### src/rtl/i2s_dac_tx.sv
// I2S DAC transmitter: holds one stereo pair and serializes it MSB-first
// with generated BCLK/LRCK and a per-frame sample trigger for the synthesizer.
module i2s_dac_tx #(
    parameter int AUD_BIT_DEPTH = 24,
    parameter int SLOT_BITS     = 32,
    parameter int BCLK_DIV      = 4
) (
    input  logic                     i_audio_clk,
    input  logic                     i_reset_data,
    input  logic [AUD_BIT_DEPTH-1:0] i_lsound_in,
    input  logic [AUD_BIT_DEPTH-1:0] i_rsound_in,
    input  logic                     i_sample_valid,
    input  logic                     i_underrun_clr,
    output logic                     o_aud_bclk,
    output logic                     o_aud_daclrck,
    output logic                     o_aud_dacdat,
    output logic                     o_frame_start,
    output logic                     o_underrun
);
    localparam int FRAME_BITS = 2 * SLOT_BITS;
    localparam int BIT_W      = $clog2(FRAME_BITS);
    localparam int DIV_W      = (BCLK_DIV > 1) ? $clog2(BCLK_DIV) : 1;

    localparam logic [DIV_W-1:0] DIV_LAST = DIV_W'(BCLK_DIV - 1);
    localparam logic [BIT_W-1:0] K_LAST   = BIT_W'(FRAME_BITS - 1);
    localparam logic [BIT_W-1:0] K_L_END  = BIT_W'(AUD_BIT_DEPTH);
    localparam logic [BIT_W-1:0] K_R_SLOT = BIT_W'(SLOT_BITS);
    localparam logic [BIT_W-1:0] K_R_END  = BIT_W'(SLOT_BITS + AUD_BIT_DEPTH);

    logic [DIV_W-1:0]         r_div_cnt;
    logic [BIT_W-1:0]         r_bit_cnt;
    logic                     r_bclk;
    logic                     r_lrck;
    logic                     r_dat;
    logic                     r_frame_start;
    logic                     r_underrun;
    logic                     r_hold_full;
    logic [AUD_BIT_DEPTH-1:0] r_hold_l;
    logic [AUD_BIT_DEPTH-1:0] r_hold_r;
    logic [AUD_BIT_DEPTH-1:0] r_last_l;
    logic [AUD_BIT_DEPTH-1:0] r_last_r;
    logic [AUD_BIT_DEPTH-1:0] r_shift_l;
    logic [AUD_BIT_DEPTH-1:0] r_shift_r;

    logic                     w_div_wrap;
    logic                     w_fall;
    logic                     w_load;
    logic [BIT_W-1:0]         w_next_bit;
    logic [AUD_BIT_DEPTH-1:0] w_load_l;
    logic [AUD_BIT_DEPTH-1:0] w_load_r;

    assign w_div_wrap = (r_div_cnt == DIV_LAST);
    assign w_fall     = w_div_wrap && r_bclk;
    assign w_next_bit = (r_bit_cnt == K_LAST) ? '0 : r_bit_cnt + 1'b1;
    assign w_load     = w_fall && (w_next_bit == '0);

    // A strobe coinciding with the load bypasses the buffer; otherwise the
    // buffered pair is used, and with nothing buffered the last pair repeats.
    always_comb begin
        w_load_l = r_last_l;
        w_load_r = r_last_r;
        if (i_sample_valid) begin
            w_load_l = i_lsound_in;
            w_load_r = i_rsound_in;
        end else if (r_hold_full) begin
            w_load_l = r_hold_l;
            w_load_r = r_hold_r;
        end
    end

    always_ff @(posedge i_audio_clk) begin
        if (i_reset_data) begin
            r_div_cnt     <= '0;
            r_bit_cnt     <= K_LAST;
            r_bclk        <= 1'b0;
            r_lrck        <= 1'b1;
            r_dat         <= 1'b0;
            r_frame_start <= 1'b0;
            r_underrun    <= 1'b0;
            r_hold_full   <= 1'b0;
            r_hold_l      <= '0;
            r_hold_r      <= '0;
            r_last_l      <= '0;
            r_last_r      <= '0;
            r_shift_l     <= '0;
            r_shift_r     <= '0;
        end else begin
            r_frame_start <= 1'b0;
            r_div_cnt     <= w_div_wrap ? '0 : r_div_cnt + 1'b1;
            if (w_div_wrap) begin
                r_bclk <= ~r_bclk;
            end

            if (i_sample_valid) begin
                r_hold_l    <= i_lsound_in;
                r_hold_r    <= i_rsound_in;
                r_hold_full <= 1'b1;
            end

            if (i_underrun_clr) begin
                r_underrun <= 1'b0;
            end

            if (w_fall) begin
                r_bit_cnt <= w_next_bit;
                r_dat     <= 1'b0;
                if (w_load) begin
                    r_frame_start <= 1'b1;
                    r_lrck        <= 1'b0;
                    r_last_l      <= w_load_l;
                    r_last_r      <= w_load_r;
                    r_shift_l     <= w_load_l;
                    r_shift_r     <= w_load_r;
                    // Later assignments here take priority over the write and clear above.
                    if (i_sample_valid || r_hold_full) begin
                        r_hold_full <= 1'b0;
                    end else begin
                        r_underrun <= 1'b1;
                    end
                end else if (w_next_bit <= K_L_END) begin
                    r_dat     <= r_shift_l[AUD_BIT_DEPTH-1];
                    r_shift_l <= r_shift_l << 1;
                end else if (w_next_bit == K_R_SLOT) begin
                    r_lrck <= 1'b1;
                end else if ((w_next_bit > K_R_SLOT) && (w_next_bit <= K_R_END)) begin
                    r_dat     <= r_shift_r[AUD_BIT_DEPTH-1];
                    r_shift_r <= r_shift_r << 1;
                end
            end
        end
    end

    assign o_aud_bclk    = r_bclk;
    assign o_aud_daclrck = r_lrck;
    assign o_aud_dacdat  = r_dat;
    assign o_frame_start = r_frame_start;
    assign o_underrun    = r_underrun;

endmodule

### config.mk
export PLATFORM = sky130hd
export DESIGN_NAME = i2s_dac_tx
export DESIGN_NICKNAME = d
export VERILOG_FILES = /design/src/rtl/i2s_dac_tx.sv
export SDC_FILE = /design/constraint.sdc
export NUM_CORES = 1
export LEC_CHECK = 0
export BUFFER_PORTS_ARGS = -buffer_cell sky130_fd_sc_hd__buf_4
export CELL_PAD_IN_SITES_DETAIL_PLACEMENT = 0
export CELL_PAD_IN_SITES_GLOBAL_PLACEMENT = 1
export CORE_UTILIZATION = 25
export CTS_BUF_LIST = sky130_fd_sc_hd__clkbuf_8
export DETAILED_ROUTE_END_ITERATION = 8
export GPL_TIMING_DRIVEN = 0
export PLACE_DENSITY = 0.57
export SYNTH_ARGS = -nofsm -noshare
export SYNTH_HDL_FRONTEND = slang
export SYNTH_SLANG_ARGS = --single-unit
### constraint.sdc
create_clock -name i_audio_clk -period 2.9 [get_ports i_audio_clk]
set_input_delay 0.58 -clock i_audio_clk [delete_from_list [all_inputs] [get_ports i_audio_clk]]
set_output_delay 0.58 -clock i_audio_clk [all_outputs]
set_load 0.1 [all_outputs]
### After elaboration in Yosys (flattened, before gate mapping)

Cells that the tools add are included.

| word-level totals | value |
|---|---|
| logic and storage cells | 67 |
| output and inout bits | 5 |
| flip-flop bits (word level) | 158 |
| input bits | 52 |

| operators by class | value |
|---|---|
| equal/unequal tests | 5 |
| $add $sub $neg | 2 |
| muxes and demuxes | 27 |
| reduce and logical (&&, ||, !) cells | 14 |
| bitwise operators | 2 |
| order comparisons | 3 |

Operators with widths:

| cell | count |
|---|---|
| 24-bit two-way mux | 10 |
| 1-bit two-way mux | 16 |
| 6-bit equality test (second input constant) | 2 |
| 6-bit by 1-bit adder with 6-bit output (second input constant) | 1 |
| 6-bit greater-than comparator (second input constant) | 1 |
| 6-bit by 5-bit <= comparator with 1-bit output (second input constant) | 1 |
| 6-bit <= comparator (second input constant) | 1 |
| 6-bit logical NOT | 1 |
| 6-bit two-way mux | 1 |
| 2-bit nonzero test | 3 |
| 2-bit != test (second input constant) | 2 |
| 2-bit AND reduction | 2 |
| 4-bit AND reduction | 1 |
| 2-bit OR reduction | 2 |
| 1-bit logical AND | 3 |
| 3-bit AND reduction | 1 |
| 2-bit by 1-bit adder with 2-bit output (second input constant) | 1 |
| 2-bit equality test (second input constant) | 1 |
| 1-bit NOT | 2 |
| 1-bit logical OR | 1 |

### Depth between registers and ports, before layout

| logic depth | value |
|---|---|
| depth after elaboration | 8 |
| gate-level depth with buffers | 10 |
| mapped depth without buffers | 7 |

### Worst setup path before layout

Ideal clock, no wire load.

| timing | value |
|---|---|
| path type | register to register |
| start | register r_bclk (netlist: o_aud_bclk) |
| end | register r_shift_l[12] |
| period minus slack after synthesis | 2370 ps |
| stages on the path, launching flop included | 9 |
| data arrival time | 2290 ps |
| required time | 2820 ps |
| setup slack | 530 ps |
| library setup time | 80 ps |
| buffers on the path | 3 |
| cell sequence | dfxtp_1 > and2_1 > buf_2 > o311ai_1 > buf_2 > buf_4 > nor3_2 > a21oi_1 > a211oi_2 |

| on the way | value |
|---|---|
| cells in the longest elaborated chain, start to end | 4 |
| elaborated cells on any way between the ends | 5 |
| those cells by class | mux: 1; reduce/logical: 4 |

RTL lines:

| item | RTL line | source |
|---|---|---|
| start, declared | 32 | `logic r_bclk;` |
| start signal, assigned | 91 | `r_bclk <= ~r_bclk;` |
| 1-bit logical AND * | 53 | `assign w_fall = w_div_wrap && r_bclk;` |
| 1-bit logical AND | 55 | `assign w_load = w_fall && (w_next_bit == '0);` |
| 2-bit nonzero test (no source line) | -- |  |
| 2-bit AND reduction (no source line) | -- |  |
| end signal, assigned | 112 | `r_shift_l <= w_load_l;` |
| end signal, assigned | 122 | `r_shift_l <= r_shift_l << 1;` |
| end, declared | 42 | `logic [AUD_BIT_DEPTH-1:0] r_shift_l;` |

Mark *: on every way between the ends. The rest lies on a longest branch, timed or not.
A chain may end at the register's enable or synchronous reset.

### Worst setup path after layout

| timing | value |
|---|---|
| start | register r_bit_cnt[1] |
| end | register r_shift_r[22] |

| on the way | value |
|---|---|
| cells in the longest elaborated chain, start to end | 6 |
| elaborated cells on any way between the ends | 15 |
| those cells by class | add/sub: 1; order compare: 3; eq/ne: 4; mux: 2; reduce/logical: 5 |

RTL lines:

| item | RTL line | source |
|---|---|---|
| start, declared | 31 | `logic [BIT_W-1:0] r_bit_cnt;` |
| start signal, assigned | 105 | `r_bit_cnt <= w_next_bit;` |
| 6-bit by 1-bit adder with 6-bit output or 6-bit equality test (tied branches) | 54 | `assign w_next_bit = (r_bit_cnt == K_LAST) ? '0 : r_bit_cnt + 1'b1;` |
| 6-bit two-way mux * | 54 |  |
| 6-bit greater-than comparator, or another cell as far along | 125 | `end else if ((w_next_bit > K_R_SLOT) && (w_next_bit <= K_R_END)) begin` |
| 1-bit logical AND, on equally long branches | 125, 55 |  |
| 2-bit nonzero test (no source line) or 2-bit != test (tied branches) | -- |  |
| 4-bit AND reduction (no source line) | -- |  |
| end signal, assigned | 113 | `r_shift_r <= w_load_r;` |
| end signal, assigned | 127 | `r_shift_r <= r_shift_r << 1;` |
| end, declared | 43 | `logic [AUD_BIT_DEPTH-1:0] r_shift_r;` |

Marks and branches as above.

==> metrics.txt <==
fmax=397 MHz; area share of the largest cell type after synthesis=42.5%; Worst-Skew Late Latency=0.45 ns; Syn Nets=895; first-pass GRT wire length=33.9 mm; Longest Clk Path Bufs=2; most frequent cells in the layout=170 x nor2_1, 158 x dfxtp_1, 154 x a21oi_1; reg2reg start=r_bit_cnt[1]$_SDFFE_PP1P_; total power=4.35 mW; post-synthesis compound-gate area fraction=22.3%; launch point of the worst path=r_bit_cnt[1]$_SDFFE_PP1P_; IO Count=57; Yosys top cell by area=dfxtp_1; pwr/cell area=499 nW/um2; EDFF count, synth=0; worst vdd ir=0.254 mV; M3 GR Usage=2.35%; Starting DRT DRC Count=301; status=finished clean; die extent in x=175 um; CTS Buf Count=17; Critical Path End=r_shift_r[22]$_SDFFE_PP0P_; CP Launch Type=flip-flop; hold_buf cts=0; MaxCap Viol Count=0; drc violations=0; fin nets=968; skew final=0.0115 ns; global placement routability congestion=0.802; mux contribution to synthesized area=12.6%; Avg Inst Size Synth=8.86 um2; # clock sinks=158; setup bufs post-CTS=0; post-route setup slack=0.384 ns; Synth Instances=840; final hold vios=0; vias in the first global route=6092; initial antenna violation count=0; Hold Path Class=input pin to flip-flop; Final min period=2.52 ns; Post-Synth Adder-Cell Area=0.504%; path depth of the worst reg2reg path=9; largest net degree at the start of global routing=17; Primary FF master, synth=dfxtp_1; CTS clk-pin slew, worst paths=0.08 ns; design area=8720 um2; GR Util met1=19.1%; routed via count=6066; XOR/XNOR Fraction of Synth Area=0.353%; worst hold slack=0.372 ns; dpl ws=0.0768 ns; initial core utilization=25.7%; sequential area share after synthesis=42.5%; root buf cell=clkbuf_8; final period utilization=86.8%; die height=175 um; Post-DP Area=8330 um2; GR Overflow Total=0; post-synth cell types=49; commonest non-fill, non-tap cell in the layout=nor2_1; Total GRT Usage=14.1%; # resized after CTS=0; WL final=20.7 mm; CP required=3.20 ns; flop2flop setup slack=0.38 ns; Die ar.=30500 um2; area grow syn2layout=17.2%; core area=29000 um2; layout cells sized above 1=21.6%; largest cells by area after synthesis=dfxtp_1 42%, mux2i_1 13%, a21oi_1 10%, nor2_1 8.6%, a211oi_2 3.9%; Synth async-reset ratio=0%; Final Util=30.1%; worst reg2reg endpoint=r_shift_r[22]$_SDFFE_PP0P_; 1st-pass router iterations=4; Setup CP Type=flip-flop to flip-flop; relative slew slack=44.1%; Least-Margin Pin Slew=0.838 ns; Simple-Gate Fraction of Synth Area=16.1%; CTS tree=done; Layout Cells excl Fill=1308; Sum Neg Setup Slack=0 ns; placed cell count=1278; LEAKAGE=3.20 nW; site row count=62; Final Max Tran Viols=0; unrepaired setup endpoints after global routing=no; M2 GR Usage=23.0%; port buffer count=54; critical path arrival=2.82 ns; register bit total from synthesis=158; Mapped Area=7450 um2; Antenna Nets Post-Route=0; number of vias per cell=4.64; H-tree depth=4; largest fanout on the critical path=10; synth warn=0; routed len/inst=15.8 um; dpl hpwl=14.9 mm; GR peak layer=met2; final setup violation count=0; number of fill cells=3140; Ant. Diodes=0; CP endpoint kind=flip-flop; largest family of logic cells by synthesized area=compound AO/OA/AOI/OAI gates
-- per-layer routing --
layer  vias up  wire, um
met5         -         0
met1      2847     10600
met3        14       596
met2        95      9370
li1       3110         -
met4         0       201
-- kinds of logic after synthesis --
family,count (synthesis)
buf+inv,81
flops,158
simple gates,250
fa+ha+maj,3
xor+xnor,3
mux,94
compound gates,251
-- Yosys cell counts (14+ instances only) --
library cell / count
a211oi_1: 25
a211oi_2: 23
a21oi_1: 154
a21oi_2: 21
buf_2: 25
clkbuf_1: 31
dfxtp_1: 158
mux2i_1: 94
nand2_1: 14
nor2_1: 170
nor3_1: 23
nor3_2: 26
-- power breakdown --
part	leakage [nW]	switching (mW)	internal, mW	total (mW)
clock network	0.209	0.802	0.861	1.66
logic	1.71	0.269	0.175	0.444
registers	1.28	0.0271	2.22	2.25
-- critical path, stage by stage, from the launching register on --
cell and delay, ns:
dfxtp_1 0.49, ha_1 0.21, buf_4 0.16, a21oi_1 0.09, o211a_1 0.26, a211oi_2 0.29, nor3_1 0.09, nor2_1 0.29
buf_2 0.37, a211oi_2 0.11
-- flip-flops by register name (all words and copies together), names as in the netlist --
| name | flops |
|---|---|
| r_div_cnt | 2 |
| r_shift_r | 24 |
| r_hold_full | 1 |
| r_last_r | 24 |
| r_hold_l | 24 |
| r_bit_cnt | 6 |
| o_underrun | 1 |
| o_aud_dacdat | 1 |
| o_frame_start | 1 |
| o_aud_daclrck | 1 |
| o_aud_bclk | 1 |
| r_hold_r | 24 |
| r_last_l | 24 |
| r_shift_l | 24 |
-- how the worst min path moves through the flow --
stage | from | end | slack, ns | cells past startpoint
after floorplan | r_div_cnt[0]$_SDFF_PP0_ | r_div_cnt[0]$_SDFF_PP0_ | 0.40 | 1
after global placement | r_div_cnt[0]$_SDFF_PP0_ | r_div_cnt[0]$_SDFF_PP0_ | 0.42 | 1
after detailed placement | r_div_cnt[0]$_SDFF_PP0_ | r_div_cnt[0]$_SDFF_PP0_ | 0.42 | 1
after CTS | i_lsound_in[2] | r_hold_l[2]$_SDFFE_PP0P_ | 0.35 | 3
after global routing | i_rsound_in[19] | r_hold_r[19]$_SDFFE_PP0P_ | 0.35 | 3
final | i_lsound_in[17] | r_hold_l[17]$_SDFFE_PP0P_ | 0.37 | 3
-- area by class of cell --
cell class,instances,area [um2],share of cell area [%]
Multi-Input combinational cell,601,3860,44.3
Sequential cell,158,3160,36.3
Tap cell,384,480,5.51
Buffer,78,407,4.66
Timing Repair Buffer,54,405,4.65
Clock buffer,22,303,3.47
Clock inverter,8,90.1,1.03
Inverter,3,11.3,0.129
No activity file was read; power rests on OpenSTA's default activity.
